### config.mk
export PLATFORM = sky130hd
export DESIGN_NAME = uart_rx_buffer
export DESIGN_NICKNAME = d
export VERILOG_FILES = /design/src/rtl/uart_rx_buffer_pkg.sv /design/src/rtl/sync_fifo.sv /design/src/rtl/uart_rx_buffer.sv
export SDC_FILE = /design/constraint.sdc
export NUM_CORES = 1
export LEC_CHECK = 0
export ABC_AREA = 1
export CAP_MARGIN = 10
export CELL_PAD_IN_SITES_DETAIL_PLACEMENT = 1
export CELL_PAD_IN_SITES_GLOBAL_PLACEMENT = 2
export CORE_ASPECT_RATIO = 1.75
export CORE_MARGIN = 2
export CORE_UTILIZATION = 41
export DETAILED_ROUTE_END_ITERATION = 6
export DONT_BUFFER_PORTS = 1
export PLACE_DENSITY = 0.86
export SLEW_MARGIN = 30
export SYNTH_ARGS = -nofsm -noshare
export SYNTH_HDL_FRONTEND = slang
export SYNTH_SLANG_ARGS = --single-unit
### constraint.sdc
create_clock -name i_clk -period 2.6 [get_ports i_clk]
set_input_delay 0.52 -clock i_clk [delete_from_list [all_inputs] [get_ports i_clk]]
set_output_delay 0.52 -clock i_clk [all_outputs]
set_load 0.02 [all_outputs]
### src/rtl/uart_rx_buffer_pkg.sv
`default_nettype none
// ============================================================================
//  Module      : uart_rx_buffer_pkg
//  Description : Shared default parameters and type definitions for the
//                UART receive-side elastic buffer.
//  Revision    : 1.0 - initial release
// ============================================================================
package uart_rx_buffer_pkg;

    // Default byte width; must match the upstream UART receiver.
    localparam int c_DEF_DATA_WIDTH = 8;
    // Default FIFO depth; power of two, at least 2.
    localparam int c_DEF_DEPTH      = 16;
    // Default width of the saturating status counters.
    localparam int c_DEF_CNT_WIDTH  = 8;

    // What happens to the byte arriving on the receiver strobe this cycle.
    typedef enum logic [1:0] {
        ACT_IDLE = 2'd0,   // no byte offered
        ACT_PUSH = 2'd1,   // byte written into the FIFO
        ACT_DROP = 2'd2    // byte discarded, FIFO full with no pop
    } rx_action_e;

endpackage : uart_rx_buffer_pkg
`default_nettype wire

### src/rtl/sync_fifo.sv
`default_nettype none
// ============================================================================
//  Module      : sync_fifo
//  Description : Generic single-clock FIFO, DEPTH x DATA_WIDTH, with
//                first-word-fall-through read data and registered occupancy.
//  Revision    : 1.0 - initial release
// ============================================================================
module sync_fifo
    import uart_rx_buffer_pkg::*;
#(
    parameter  int DATA_WIDTH  = c_DEF_DATA_WIDTH,
    parameter  int DEPTH       = c_DEF_DEPTH,
    localparam int ADDR_WIDTH  = $clog2(DEPTH),
    localparam int COUNT_WIDTH = ADDR_WIDTH + 1
) (
    input  logic                   i_clk,
    input  logic                   i_rst,
    input  logic                   i_push,
    input  logic [DATA_WIDTH-1:0]  i_push_data,
    input  logic                   i_pop,
    output logic [DATA_WIDTH-1:0]  o_data,
    output logic [COUNT_WIDTH-1:0] o_count,
    output logic                   o_full
);

    logic [DATA_WIDTH-1:0]  r_mem_q [DEPTH];

    logic [ADDR_WIDTH-1:0]  r_wr_ptr_q;
    logic [ADDR_WIDTH-1:0]  w_wr_ptr_d;
    logic [ADDR_WIDTH-1:0]  r_rd_ptr_q;
    logic [ADDR_WIDTH-1:0]  w_rd_ptr_d;
    logic [COUNT_WIDTH-1:0] r_count_q;
    logic [COUNT_WIDTH-1:0] w_count_d;

    logic w_full;
    logic w_push_ok;
    logic w_pop_ok;

    // Qualify requests so that the storage can never be over- or under-run,
    // then derive next pointers and occupancy (pointers wrap naturally since
    // DEPTH is a power of two).
    always_comb begin
        w_full     = (r_count_q == COUNT_WIDTH'(DEPTH));
        w_pop_ok   = i_pop && (r_count_q != '0);
        w_push_ok  = i_push && (!w_full || w_pop_ok);

        w_wr_ptr_d = r_wr_ptr_q;
        w_rd_ptr_d = r_rd_ptr_q;
        w_count_d  = r_count_q;

        if (w_push_ok) begin
            w_wr_ptr_d = r_wr_ptr_q + ADDR_WIDTH'(1);
        end
        if (w_pop_ok) begin
            w_rd_ptr_d = r_rd_ptr_q + ADDR_WIDTH'(1);
        end

        case ({w_push_ok, w_pop_ok})
            2'b10:   w_count_d = r_count_q + COUNT_WIDTH'(1);
            2'b01:   w_count_d = r_count_q - COUNT_WIDTH'(1);
            default: w_count_d = r_count_q;
        endcase
    end

    // Pointer and occupancy registers; reset empties the FIFO.
    always_ff @(posedge i_clk) begin
        if (i_rst) begin
            r_wr_ptr_q <= '0;
            r_rd_ptr_q <= '0;
            r_count_q  <= '0;
        end else begin
            r_wr_ptr_q <= w_wr_ptr_d;
            r_rd_ptr_q <= w_rd_ptr_d;
            r_count_q  <= w_count_d;
        end
    end

    // Storage array; contents are left untouched by reset.
    always_ff @(posedge i_clk) begin
        if (w_push_ok) begin
            r_mem_q[r_wr_ptr_q] <= i_push_data;
        end
    end

    assign o_data  = r_mem_q[r_rd_ptr_q];
    assign o_count = r_count_q;
    assign o_full  = w_full;

endmodule : sync_fifo
`default_nettype wire

### src/rtl/uart_rx_buffer.sv
`default_nettype none
// ============================================================================
//  Module      : uart_rx_buffer
//  Description : Receive-side elastic buffer behind the UART receiver.
//                Captures strobed bytes into a FIFO, presents them over a
//                valid/ready interface, and tracks overflow and framing
//                errors with sticky/saturating status.
//  Revision    : 1.0 - initial release
// ============================================================================
module uart_rx_buffer
    import uart_rx_buffer_pkg::*;
#(
    parameter int DATA_WIDTH = c_DEF_DATA_WIDTH,
    parameter int DEPTH      = c_DEF_DEPTH,
    parameter int CNT_WIDTH  = c_DEF_CNT_WIDTH
) (
    input  logic                       i_clk,
    input  logic                       i_rst,
    input  logic                       i_rx_dv,
    input  logic [DATA_WIDTH-1:0]      i_rx_byte,
    input  logic                       i_rx_error,
    output logic [DATA_WIDTH-1:0]      o_data,
    output logic                       o_valid,
    input  logic                       i_ready,
    output logic [$clog2(DEPTH):0]     o_count,
    output logic                       o_full,
    output logic                       o_overflow,
    output logic [CNT_WIDTH-1:0]       o_drop_count,
    output logic [CNT_WIDTH-1:0]       o_err_count,
    input  logic                       i_clr_status
);

    localparam logic [CNT_WIDTH-1:0] c_CNT_MAX = {CNT_WIDTH{1'b1}};

    logic [$clog2(DEPTH):0] w_fifo_count;
    logic                   w_fifo_full;
    logic                   w_pop;
    rx_action_e             w_rx_action;

    logic                   r_err_prev_q;
    logic                   w_err_prev_d;
    logic                   w_err_rise;

    logic                   r_overflow_q;
    logic                   w_overflow_d;
    logic [CNT_WIDTH-1:0]   r_drop_count_q;
    logic [CNT_WIDTH-1:0]   w_drop_count_d;
    logic [CNT_WIDTH-1:0]   r_err_count_q;
    logic [CNT_WIDTH-1:0]   w_err_count_d;

    // Decide the fate of an incoming byte: a full FIFO still accepts it when
    // the consumer frees a slot in the same cycle.
    always_comb begin
        w_pop       = o_valid && i_ready;
        w_rx_action = ACT_IDLE;
        if (i_rx_dv) begin
            if (!w_fifo_full || w_pop) begin
                w_rx_action = ACT_PUSH;
            end else begin
                w_rx_action = ACT_DROP;
            end
        end
    end

    sync_fifo #(
        .DATA_WIDTH (DATA_WIDTH),
        .DEPTH      (DEPTH)
    ) u_fifo (
        .i_clk       (i_clk),
        .i_rst       (i_rst),
        .i_push      (w_rx_action == ACT_PUSH),
        .i_push_data (i_rx_byte),
        .i_pop       (w_pop),
        .o_data      (o_data),
        .o_count     (w_fifo_count),
        .o_full      (w_fifo_full)
    );

    // Status next-state: clear takes effect first, then a same-cycle drop or
    // error edge is counted on top of the cleared value; counters saturate.
    always_comb begin
        w_err_prev_d   = i_rx_error;
        w_err_rise     = i_rx_error && !r_err_prev_q;

        w_overflow_d   = i_clr_status ? 1'b0 : r_overflow_q;
        w_drop_count_d = i_clr_status ? '0   : r_drop_count_q;
        w_err_count_d  = i_clr_status ? '0   : r_err_count_q;

        if (w_rx_action == ACT_DROP) begin
            w_overflow_d = 1'b1;
            if (w_drop_count_d != c_CNT_MAX) begin
                w_drop_count_d = w_drop_count_d + CNT_WIDTH'(1);
            end
        end

        if (w_err_rise && (w_err_count_d != c_CNT_MAX)) begin
            w_err_count_d = w_err_count_d + CNT_WIDTH'(1);
        end
    end

    // Status registers and the framing-error edge detector.
    always_ff @(posedge i_clk) begin
        if (i_rst) begin
            r_err_prev_q   <= 1'b0;
            r_overflow_q   <= 1'b0;
            r_drop_count_q <= '0;
            r_err_count_q  <= '0;
        end else begin
            r_err_prev_q   <= w_err_prev_d;
            r_overflow_q   <= w_overflow_d;
            r_drop_count_q <= w_drop_count_d;
            r_err_count_q  <= w_err_count_d;
        end
    end

    assign o_count      = w_fifo_count;
    assign o_valid      = (w_fifo_count != '0);
    assign o_full       = w_fifo_full;
    assign o_overflow   = r_overflow_q;
    assign o_drop_count = r_drop_count_q;
    assign o_err_count  = r_err_count_q;

endmodule : uart_rx_buffer
`default_nettype wire
==> results of run 1 <==
==> path summary, 6_finish.rpt <==
path | slack, ns | startpoint | depth (start not counted) | endpoint
max | 0.15 | flop | 6 | o_data[2]
min | 0.14 | i_rst | 1 | u_fifo.r_wr_ptr_q[2]$_SDFFE_PP0P_
max reg2reg | 0.31 | u_fifo.o_count[3]$_SDFFE_PP0P_ | 16 | u_fifo.o_count[4]$_SDFFE_PP0P_
min reg2reg | 0.49 | u_fifo.r_rd_ptr_q[2]$_SDFFE_PP0N_ | 2 | flop
==> power breakdown <==
part	switching, uW	internal, uW	total, uW
registers	158	2910	3070
logic	1100	585	1690
clock network	1060	1330	2390
==> timing repair <==
item / CTS / global route
resized for setup: 0 / 3
setup endpoints to repair: 0 / 2
buffers inserted: 0 / 3
==> state kept, by name, indices dropped and copies added, names as in the netlist, named ones only <==
name / flops
u_fifo.o_count: 5
r_err_prev_q: 1
u_fifo.r_wr_ptr_q: 4
o_overflow: 1
u_fifo.r_mem_q: 128
o_drop_count: 8
u_fifo.r_rd_ptr_q: 4
o_err_count: 8
==> cell usage in the layout, fill, tap and decap left out, types with 2 or more instances in the layout <==
cell / n
clkinvlp_4: 5
nand2_2: 4
nor3_1: 2
buf_4: 29
xor2_1: 5
clkbuf_16: 17
inv_6: 4
nand3_1: 73
a21oi_1: 52
buf_12: 3
nand2_4: 3
nand2_1: 114
ha_1: 9
dfxtp_1: 33
nand4_1: 2
o21ai_0: 46
edfxtp_1: 128
clkinv_1: 2
nor2_2: 4
o21ai_1: 3
clkinv_2: 2
inv_2: 8
inv_1: 107
nor2_1: 51
o211ai_1: 32
==> worst reg2reg max path, cell delays in order, from the launching register on <==
cell,delay (ns)
dfxtp_1,0.41
nor2_2,0.16
nand2_1,0.11
nor2_4,0.10
nand2_1,0.09
nand2_4,0.12
ha_2,0.25
xor2_1,0.22
ha_1,0.19
inv_1,0.04
nand2_1,0.09
nand3_1,0.12
nand2_1,0.08
nand2_1,0.04
nand2_1,0.05
nand2_1,0.04
a21oi_1,0.11
==> through the flow <==
| step | instance area, um2 | total power, uW | hold WS [ns] |
|---|---|---|---|
| after floorplan | 7220 | 4280 | 0.446 |
| after global placement | 7620 | 4690 | 0.467 |
| after detailed placement | 7620 | 4790 | 0.485 |
| after CTS | 8180 | 7190 | 0.120 |
| after global routing | 8210 | 7520 | 0.127 |
| final | 8210 | 7150 | 0.136 |
==> area by class of cell <==
cell class | count | area, um2 | share of cell area
clock buffers | 18 | 429 | 0.0523
clock inverters | 14 | 129 | 0.0157
inverters | 117 | 443 | 0.0539
multi-input cells | 409 | 2090 | 0.255
flip-flops and latches | 163 | 4550 | 0.554
well taps | 231 | 289 | 0.0352
repair buffers | 32 | 278 | 0.0338
==> metal layers <==
metal / vias up / part of all wire / routed length [um] / global-route usage
li1: 2461 / - / - / -
met1: 2519 / 0.36 / 6670 / 0.202
met2: 105 / 0.57 / 10400 / 0.386
met3: 42 / 0.038 / 694 / 0.0450
met4: 0 / 0.031 / 558 / 0.0914
met5: - / 0 / 0 / 0
==> logic make-up after synthesis <==
| group | after synthesis |
|---|---|
| DFF | 163 |
| adders and majority gates | 10 |
| and+or+nand+nor | 257 |
| buffers and inverters | 147 |
| xor gates and xnor gates | 6 |
| AOI/OAI and AO/OA | 136 |
==> results.md, run 1 <==
- Total congestion overflow: 0
- Clk_lat worst skew: approximately 0.43 ns
- Adder-cell share of the synthesized area: 0.0173
- Placer Congestion: around 0.83
- Most used DFF post-synth: edfxtp_1
- WP data arrival: a little under 2 ns
- Post-Synthesis Mean Instance Area: between 10 and 15 um2
- Ranking of synthesized cells by area: edfxtp_1, dfxtp_1, nand2_1
- Largest net degree at the start of global routing: 44
- Mux cell area share after synthesis: 0
- GRT Util Overall: 0.201
- Pre-CTS setup slack: between 0.1 and 0.15 ns
- Max stage delay on crit path: approximately 0.52 ns
- Worst hold path type: input pin to flop
- Slowest cell on the critical path: dfxtp_4
- Die H: 180 um
- Max-slew violation count: 0
- Yosys top cell area share: 0.533
- Filler cells: roughly 1900
- Startpoint Class: flop
- Cell-by-cell trace of the critical path: buf_4 -> a21oi_1 -> o21ai_0 -> nand3_1 -> nand3_1 -> nand2_1
- DRT Pass-1 Iters: 4
- Via/cell ratio: 5.21
- Core area: between 15000 and 20000 um2
- Hold Buf Count CTS: 0
- Number of synthesized flops with an enable pin: 128
- RSZ-0062 raised after global routing: false
- Leakage: about 0.0031 uW
- Worst path top cell family by delay: flip-flops
- Slew HR: 0.560
- Area grow syn2layout: 13.8%
- Synth cell types: 32
- DRT Wirelength: between 15000 and 20000 um
- Clk slew on worst S/H paths: 0.07 ns
- Top Ports: between 40 and 50
- Max H-tree Level: 4
- Cell mode on critical path: nand3_1
- Buf/Inv on CP: 1
- Fin nets: 764
- CTS tree: built
- Placed cells: about 950
- Async SR Flop Fraction: 0
- Top post-synthesis cells by count: edfxtp_1, nand2_1, inv_1
- Largest family of logic cells by synthesized area: simple AND/OR/NAND/NOR gates
- Vias in the first global route: approximately 5500
- Run status: completed
- Initial antenna violation count: 0
- Final Util: 0.473
- Num CTS Buffers: 17
- WL/cell: about 19 um
- PwrDens: around 870 nW/um2
- CP endpoint kind: primary output
- Post-synthesis xor/xnor area fraction: 0.00728
- Synth Register Bits: 163
- Sequential share of the synthesized area: 0.630
- Fmax: just over 0.4 GHz
- Die X: 104 um
- First-pass GRT wire length: roughly 29000 um
- Cell with the most instances after synthesis: edfxtp_1
- Final setup vio count: 0
- DRT iter0 DRCs: about 240
- Final clock period utilization by the worst path: 0.940
- Ys Warns: 0
- Max VDD drop: between 0.4 and 0.5 mV
- Layout cell share with drive strength beyond 1: 0.120
- WP data required: 2.08 ns
- Fin crit period: between 2 and 2.5 ns
- ANT cells: 0
- Synth Net Count: around 740
- Post-Layout Cell Count: ~980
- Post-Syn Area: between 7000 and 8000 um2
- Compound-gate portion of the synthesized area: 0.107
- Simple-gate share of the synthesized area: 0.158
- Final ANT Viol Nets: 0
- CTS sink count: around 160
- Total of max-cap violations: 0
- Die Area: ~19000 um2
- Worst-path fanout max: 28
- Initial core utilization: 0.415
- Setup CP Type: flop to primary output
- Worst setup margin: between 0.15 and 0.2 ns
- Clock root cell: clkbuf_16
- Clock buffer depth: 2
- Setup TNS: 0 ns
- Syn Inst Count: 719
- Post-Route Skew: 0.0115 ns
- Worst-margin pin slew: ~0.66 ns
- Synth area leader: edfxtp_1
- DP HPWL: 13000 um
- Fin. Hold Viols: 0
- Vias: 5127
- DRC: 0
- Row count: 64
- Port Buf Inserts: 0
Note: power is estimated with default switching activity, not from simulation.
==> run 2, diff against run 1 <==
--- a/config.mk
+++ b/config.mk
@@ -9,12 +9,13 @@
 export CAP_MARGIN = 10
 export CELL_PAD_IN_SITES_DETAIL_PLACEMENT = 1
 export CELL_PAD_IN_SITES_GLOBAL_PLACEMENT = 2
-export CORE_ASPECT_RATIO = 1.75
+export CORE_ASPECT_RATIO = 0.7
 export CORE_MARGIN = 2
 export CORE_UTILIZATION = 41
 export DETAILED_ROUTE_END_ITERATION = 6
 export DONT_BUFFER_PORTS = 1
 export PLACE_DENSITY = 0.86
+export RECOVER_POWER = 100
 export SLEW_MARGIN = 30
 export SYNTH_ARGS = -nofsm -noshare
 export SYNTH_HDL_FRONTEND = slang
==> results.md, run 2 (synthesis gave the netlist of run 1 again) <==
- Area grow syn2layout: 11.8%
- Max FFs per register: about 130
- Die Area: roughly 19000 um2
- Hold Startpoint: i_rst
- Buf/Inv on CP: 1
- Placer Congestion: ~0.84
- Fin nets: 760
- Clk slew on worst S/H paths: around 0.070 ns
- Pre-CTS setup slack: around 0.15 ns
- Worst r2r dst: u_fifo.r_mem_q[3][4]$_DFFE_PP_
- DRT Wirelength: 18900 um
- Worst-margin pin slew: about 0.72 ns
- PwrDens: a little under 900 nW/um2
- DRT iter0 DRCs: 370
- CTS sink count: about 160
- ANT cells: 0
- Run status: completed
- DP HPWL: 12600 um
- Worst setup margin: ~0.14 ns
- RSZ-0062 raised after global routing: false
- Slowest cell on the critical path: dfxtp_4
- Die H: roughly 120 um
- Port Buf Inserts: 0
- Cell-by-cell trace of the critical path: clkbuf_4 -> a21oi_1 -> o21ai_0 -> nand3_1 -> nand3_1 -> nand2_1
- Placed cells: between 900 and 1000
- Vias: 5184
- Startpoint Class: flop
- Fin crit period: between 2 and 2.5 ns
- Fin. Hold Viols: 0
- Reg-to-Reg Start: u_fifo.o_count[2]$_SDFFE_PP0P_
- Worst path top cell family by delay: flip-flops
- WL/cell: between 15 and 20 um
- Filler cells: ~2000
- Final clock period utilization by the worst path: 0.946
- Max VDD drop: ~0.43 mV
- Cell mode on critical path: nand3_1
- Clk_lat worst skew: approximately 0.44 ns
- Worst hold margin: 0.146 ns
- Post-Layout Cell Count: approximately 1000
- WP data arrival: roughly 1.9 ns
- Setup CP Type: flop to primary output
- Initial core utilization: 0.419
- Clock buffer depth: 2
- Post-Route Skew: 0.0110 ns
- Hold Buf Count CTS: 0
- Max stage delay on crit path: a little over 0.5 ns
- Multi-input logic area: roughly 2100 um2
- Register Area: between 4000 and 5000 um2
- Num CTS Buffers: 17
- Leakage: about 0.003 uW
- DRT Pass-1 Iters: 5
- Top Ports: between 40 and 50
- Setup TNS: 0 ns
- Hold Path Depth: 1
- GRT Util Overall: 0.213
- First-pass GRT wire length: 29600 um
- Initial antenna violation count: 0
- Total of max-cap violations: 0
- Final setup vio count: 0
- WP data required: approximately 2.1 ns
- Fmax: about 0.41 GHz
- Worst hold path type: input pin to flop
- Total congestion overflow: 0
- Largest reg by FF count: u_fifo.r_mem_q
- DRC: 0
- Final ANT Viol Nets: 0
- R2R cell count: 9
- Worst Hold End: o_drop_count[7]$_SDFF_PP0_
- Die X: about 160 um
- CP endpoint kind: primary output
- Most frequent cells in the layout: edfxtp_1, nand2_1, inv_1
- Design Power: 7120 uW
- Core area: 17200 um2
- Clock root cell: clkbuf_16
- Max-slew violation count: 0
- Worst-path fanout max: 22
- Slew HR: 0.516
- Layout cell share with drive strength beyond 1: 0.0774
- CTS tree: built
- Leading cell type in the layout, fill and taps excluded: edfxtp_1
- Vias in the first global route: 5353
- Largest net degree at the start of global routing: 65
- R2R Setup Slk: 0.18 ns
- Via/cell ratio: roughly 5.3
- Max H-tree Level: 4
- Row count: 40
-- run 2: changes by cell type in the layout (fill, tap and decap cells not counted), sizes merged --
cell	before	now
buf	32	6
inv	120	122
clkinvlp	5	3
clkbuf	18	39
clkinv	5	7
bufinv	1	0
-- run 2: layer usage --
metal,wire [um],GRT usage
met5,0,0
met4,383,0.0714
met3,913,0.0473
met2,8880,0.340
met1,8690,0.291
-- run 2: layout make-up --
type,count,share of cell area
clock buffer,17,0.0527
clock inverter,15,0.0177
inverter,117,0.0549
multi-input combinational,409,0.255
sequential,163,0.564
tap,231,0.0358
timing repair buffer,28,0.0198
-- run 2: repair_timing --
action / 4_1_cts / 5_1_grt
setup buffers: 0 / 1
resized for setup: 0 / 2
hold endpoints to repair: 0 / 0
endpoints found under the setup margin: 0 / 8
-- run 2: worst register-to-register path, delay by kind of cell, from the launching register on --
kind	cells	cell delay, ns
buffers and inverters	2	0.73
DFF	1	0.52
and+or+nand+nor	7	0.82
-- run 2: worst max-delay path by stage --
| stage | from | end | slack (ns) | cells after the start |
|---|---|---|---|---|
| 2_1_floorplan | u_fifo.o_count[0]$_SDFFE_PP0P_ | u_fifo.o_count[4]$_SDFFE_PP0P_ | 0.34 | 15 |
| 3_3_place_gp | u_fifo.o_count[2]$_SDFFE_PP0P_ | u_fifo.o_count[4]$_SDFFE_PP0P_ | 0.31 | 15 |
| 3_5_place_dp | u_fifo.o_count[2]$_SDFFE_PP0P_ | u_fifo.o_count[4]$_SDFFE_PP0P_ | 0.15 | 15 |
| 4_1_cts | flop | o_data[7] | 0.02 | 6 |
| 5_1_grt | u_fifo.o_count[2]$_SDFFE_PP0P_ | u_fifo.o_count[4]$_SDFFE_PP0P_ | 0.01 | 15 |
| 6_report | flop | o_data[0] | 0.14 | 6 |
-- run 2: report_power, final --
part / switching (uW) / leakage, uW / internal [uW]
clock network: 1150 / 0.000275 / 1270
registers: 108 / 0.00144 / 2910
logic: 1180 / 0.00128 / 505
-- run 2: metrics by stage --
stage / util / instance area, um2
6_report: 0.469 / 8070
5_1_grt: 0.469 / 8070
4_1_cts: 0.474 / 8160
3_5_place_dp: 0.441 / 7590
3_3_place_gp: 0.441 / 7590
2_1_floorplan: - / 7220
==> run 3, diff against run 2 <==
--- a/config.mk
+++ b/config.mk
@@ -14,7 +14,7 @@
 export CORE_UTILIZATION = 41
 export DETAILED_ROUTE_END_ITERATION = 6
 export DONT_BUFFER_PORTS = 1
-export PLACE_DENSITY = 0.86
+export PLACE_DENSITY = 0.91
 export RECOVER_POWER = 100
 export SLEW_MARGIN = 30
 export SYNTH_ARGS = -nofsm -noshare
==> results.md, run 3 (synthesis gave the netlist of run 1 again) <==
- Run status: completed
- Worst r2r dst: u_fifo.o_count[4]$_SDFFE_PP0P_
- RSZ-0062 raised after global routing: false
- Vias in the first global route: 5422
- WP data required: roughly 2.1 ns
- Fin. Hold Viols: 0
- Clock share of power: 0.352
- Fmax: approximately 0.4 GHz
- Largest net degree at the start of global routing: 53
- Die H: around 120 um
- Worst-margin pin slew: between 0.6 and 0.7 ns
- CP endpoint kind: primary output
- Reg power frac: 0.419
- Slew HR: 0.567
- WP data arrival: approximately 2 ns
- Die Area: 18700 um2
- Num CTS Buffers: 17
- Die X: ~160 um
- NetSw: 2440 uW
- Layout cell share with drive strength beyond 1: 0.0723
- Hold Path Depth: 1
- R2R cell count: 15
- Final ANT Viol Nets: 0
- Max VDD drop: around 0.41 mV
- Worst-path fanout max: 48
- Post-Layout Cell Count: around 980
- Setup TNS: 0 ns
- Setup CP Type: flop to primary output
- Startpoint Class: flop
- Sw frac: 0.334
- Hold Buf Count CTS: 0
- Most frequent cells in the layout: edfxtp_1, nand2_1, inv_1
- ANT cells: 0
- Leakage: just under 0.003 uW
- Reg-to-Reg Start: u_fifo.o_count[3]$_SDFFE_PP0P_
- Final setup vio count: 0
- Clock buffer depth: 2
- DP HPWL: around 12000 um
- WL/cell: 19.5 um
- Placed cell areas: between 7000 and 8000 um2
- Clk_lat worst skew: around 0.44 ns
- Largest reg by FF count: u_fifo.r_mem_q
- Initial antenna violation count: 0
- Combinational fraction of design power: 0.229
- Internal power: around 4900 uW
- First-pass GRT wire length: ~30000 um
- Worst Hold End: o_err_count[2]$_SDFF_PP0_
- Initial core utilization: 0.419
- PwrDens: 903 nW/um2
- Post-Route Skew: 0.0129 ns
- Total congestion overflow: 0
- Hold Startpoint: i_rst
- R2R Setup Slk: between 0.2 and 0.25 ns
- Fin nets: roughly 760
- Core area: approximately 17000 um2
- Via/cell ratio: between 5 and 6
- Placer Congestion: ~0.85
- DRT Wirelength: 19100 um
- Top Ports: 46
- Row count: 40
- Max-slew violation count: 0
- DRT Pass-1 Iters: 5
- CTS sink count: between 150 and 200
- GRT Util Overall: 0.214
- Vias: 5159
- Leading cell type in the layout, fill and taps excluded: edfxtp_1
- Final Instance Area: between 8000 and 9000 um2
- Clock root cell: clkbuf_16
- Worst hold path type: input pin to flop
- Total of max-cap violations: 0
- Port Buf Inserts: 0
- Placed cells: ~950
- DRT iter0 DRCs: just under 500
- Max H-tree Level: 4
- Final clock period utilization by the worst path: 0.958
- Area grow syn2layout: 11.9%
- Max FFs per register: roughly 130
- Fin crit period: roughly 2.5 ns
- CTS tree: built
- Clk slew on worst S/H paths: 0.07 ns
- DRC: 0
## run 3: cell types whose count changed in the layout (fill, tap and decap cells not counted), sizes merged
cell / before / now
buf: 6 / 5
clkinv: 7 / 4
bufinv: 0 / 2
## run 3: layout make-up
cell class / instances / area [um2]
clock buffers: 18 / 429
clock inverters: 14 / 164
fillers: 1953 / 9140
inverters: 117 / 443
multi-input cells: 409 / 2050
flip-flops and latches: 163 / 4550
well taps: 231 / 289
repair buffers: 26 / 153
## run 3: worst max path at each step
stage	endpoint	slack [ns]	depth (start not counted)
2_1_floorplan	u_fifo.o_count[4]$_SDFFE_PP0P_	0.34	15
3_3_place_gp	u_fifo.o_count[4]$_SDFFE_PP0P_	0.31	15
3_5_place_dp	u_fifo.o_count[4]$_SDFFE_PP0P_	0.16	15
4_1_cts	o_data[4]	0.02	6
5_1_grt	u_fifo.o_count[4]$_SDFFE_PP0P_	0.003	15
6_report	o_data[4]	0.11	6
## run 3: routing by layer
metal / vias up / global-route usage / share of wire
li1: 2454 / - / -
met1: 2562 / 0.287 / 0.46
met2: 120 / 0.352 / 0.48
met3: 23 / 0.0426 / 0.049
met4: 0 / 0.0743 / 0.016
met5: - / 0 / 0
## run 3: timing repair
item                                   in CTS  in global routing
setup endpoints to repair                   0                  7
gates resized for setup                     0                  3
endpoints found under the hold margin       0                  0
setup buffers                               0                  1
## run 3: worst max-delay path, stage by stage (launching register included)
cell,delay [ns]
dfxtp_4,0.49
buf_8,0.30
a21oi_1,0.10
o21ai_0,0.12
nand3_1,0.20
nand3_1,0.15
nand2_1,0.17
## run 3: power groups by stage
stage / Clock (uW) / Sequential, uW / Combinational [uW]
6_report: 2570 / 3060 / 1670
5_1_grt: 2690 / 3080 / 1850
4_1_cts: 2610 / 3080 / 1670
3_5_place_dp: 0 / 3130 / 1630
3_3_place_gp: 0 / 3120 / 1540
2_1_floorplan: 0 / 3060 / 1220
## run 3: through the flow
step / hold WS (ns) / setup slack, ns / total power [uW] / utilization
2_1_floorplan: 0.446 / 0.341 / 4280 / -
3_3_place_gp: 0.472 / 0.307 / 4660 / 0.441
3_5_place_dp: 0.487 / 0.162 / 4770 / 0.441
4_1_cts: 0.132 / 0.0204 / 7350 / 0.475
5_1_grt: 0.139 / 0.00347 / 7620 / 0.469
6_report: 0.147 / 0.110 / 7300 / 0.469
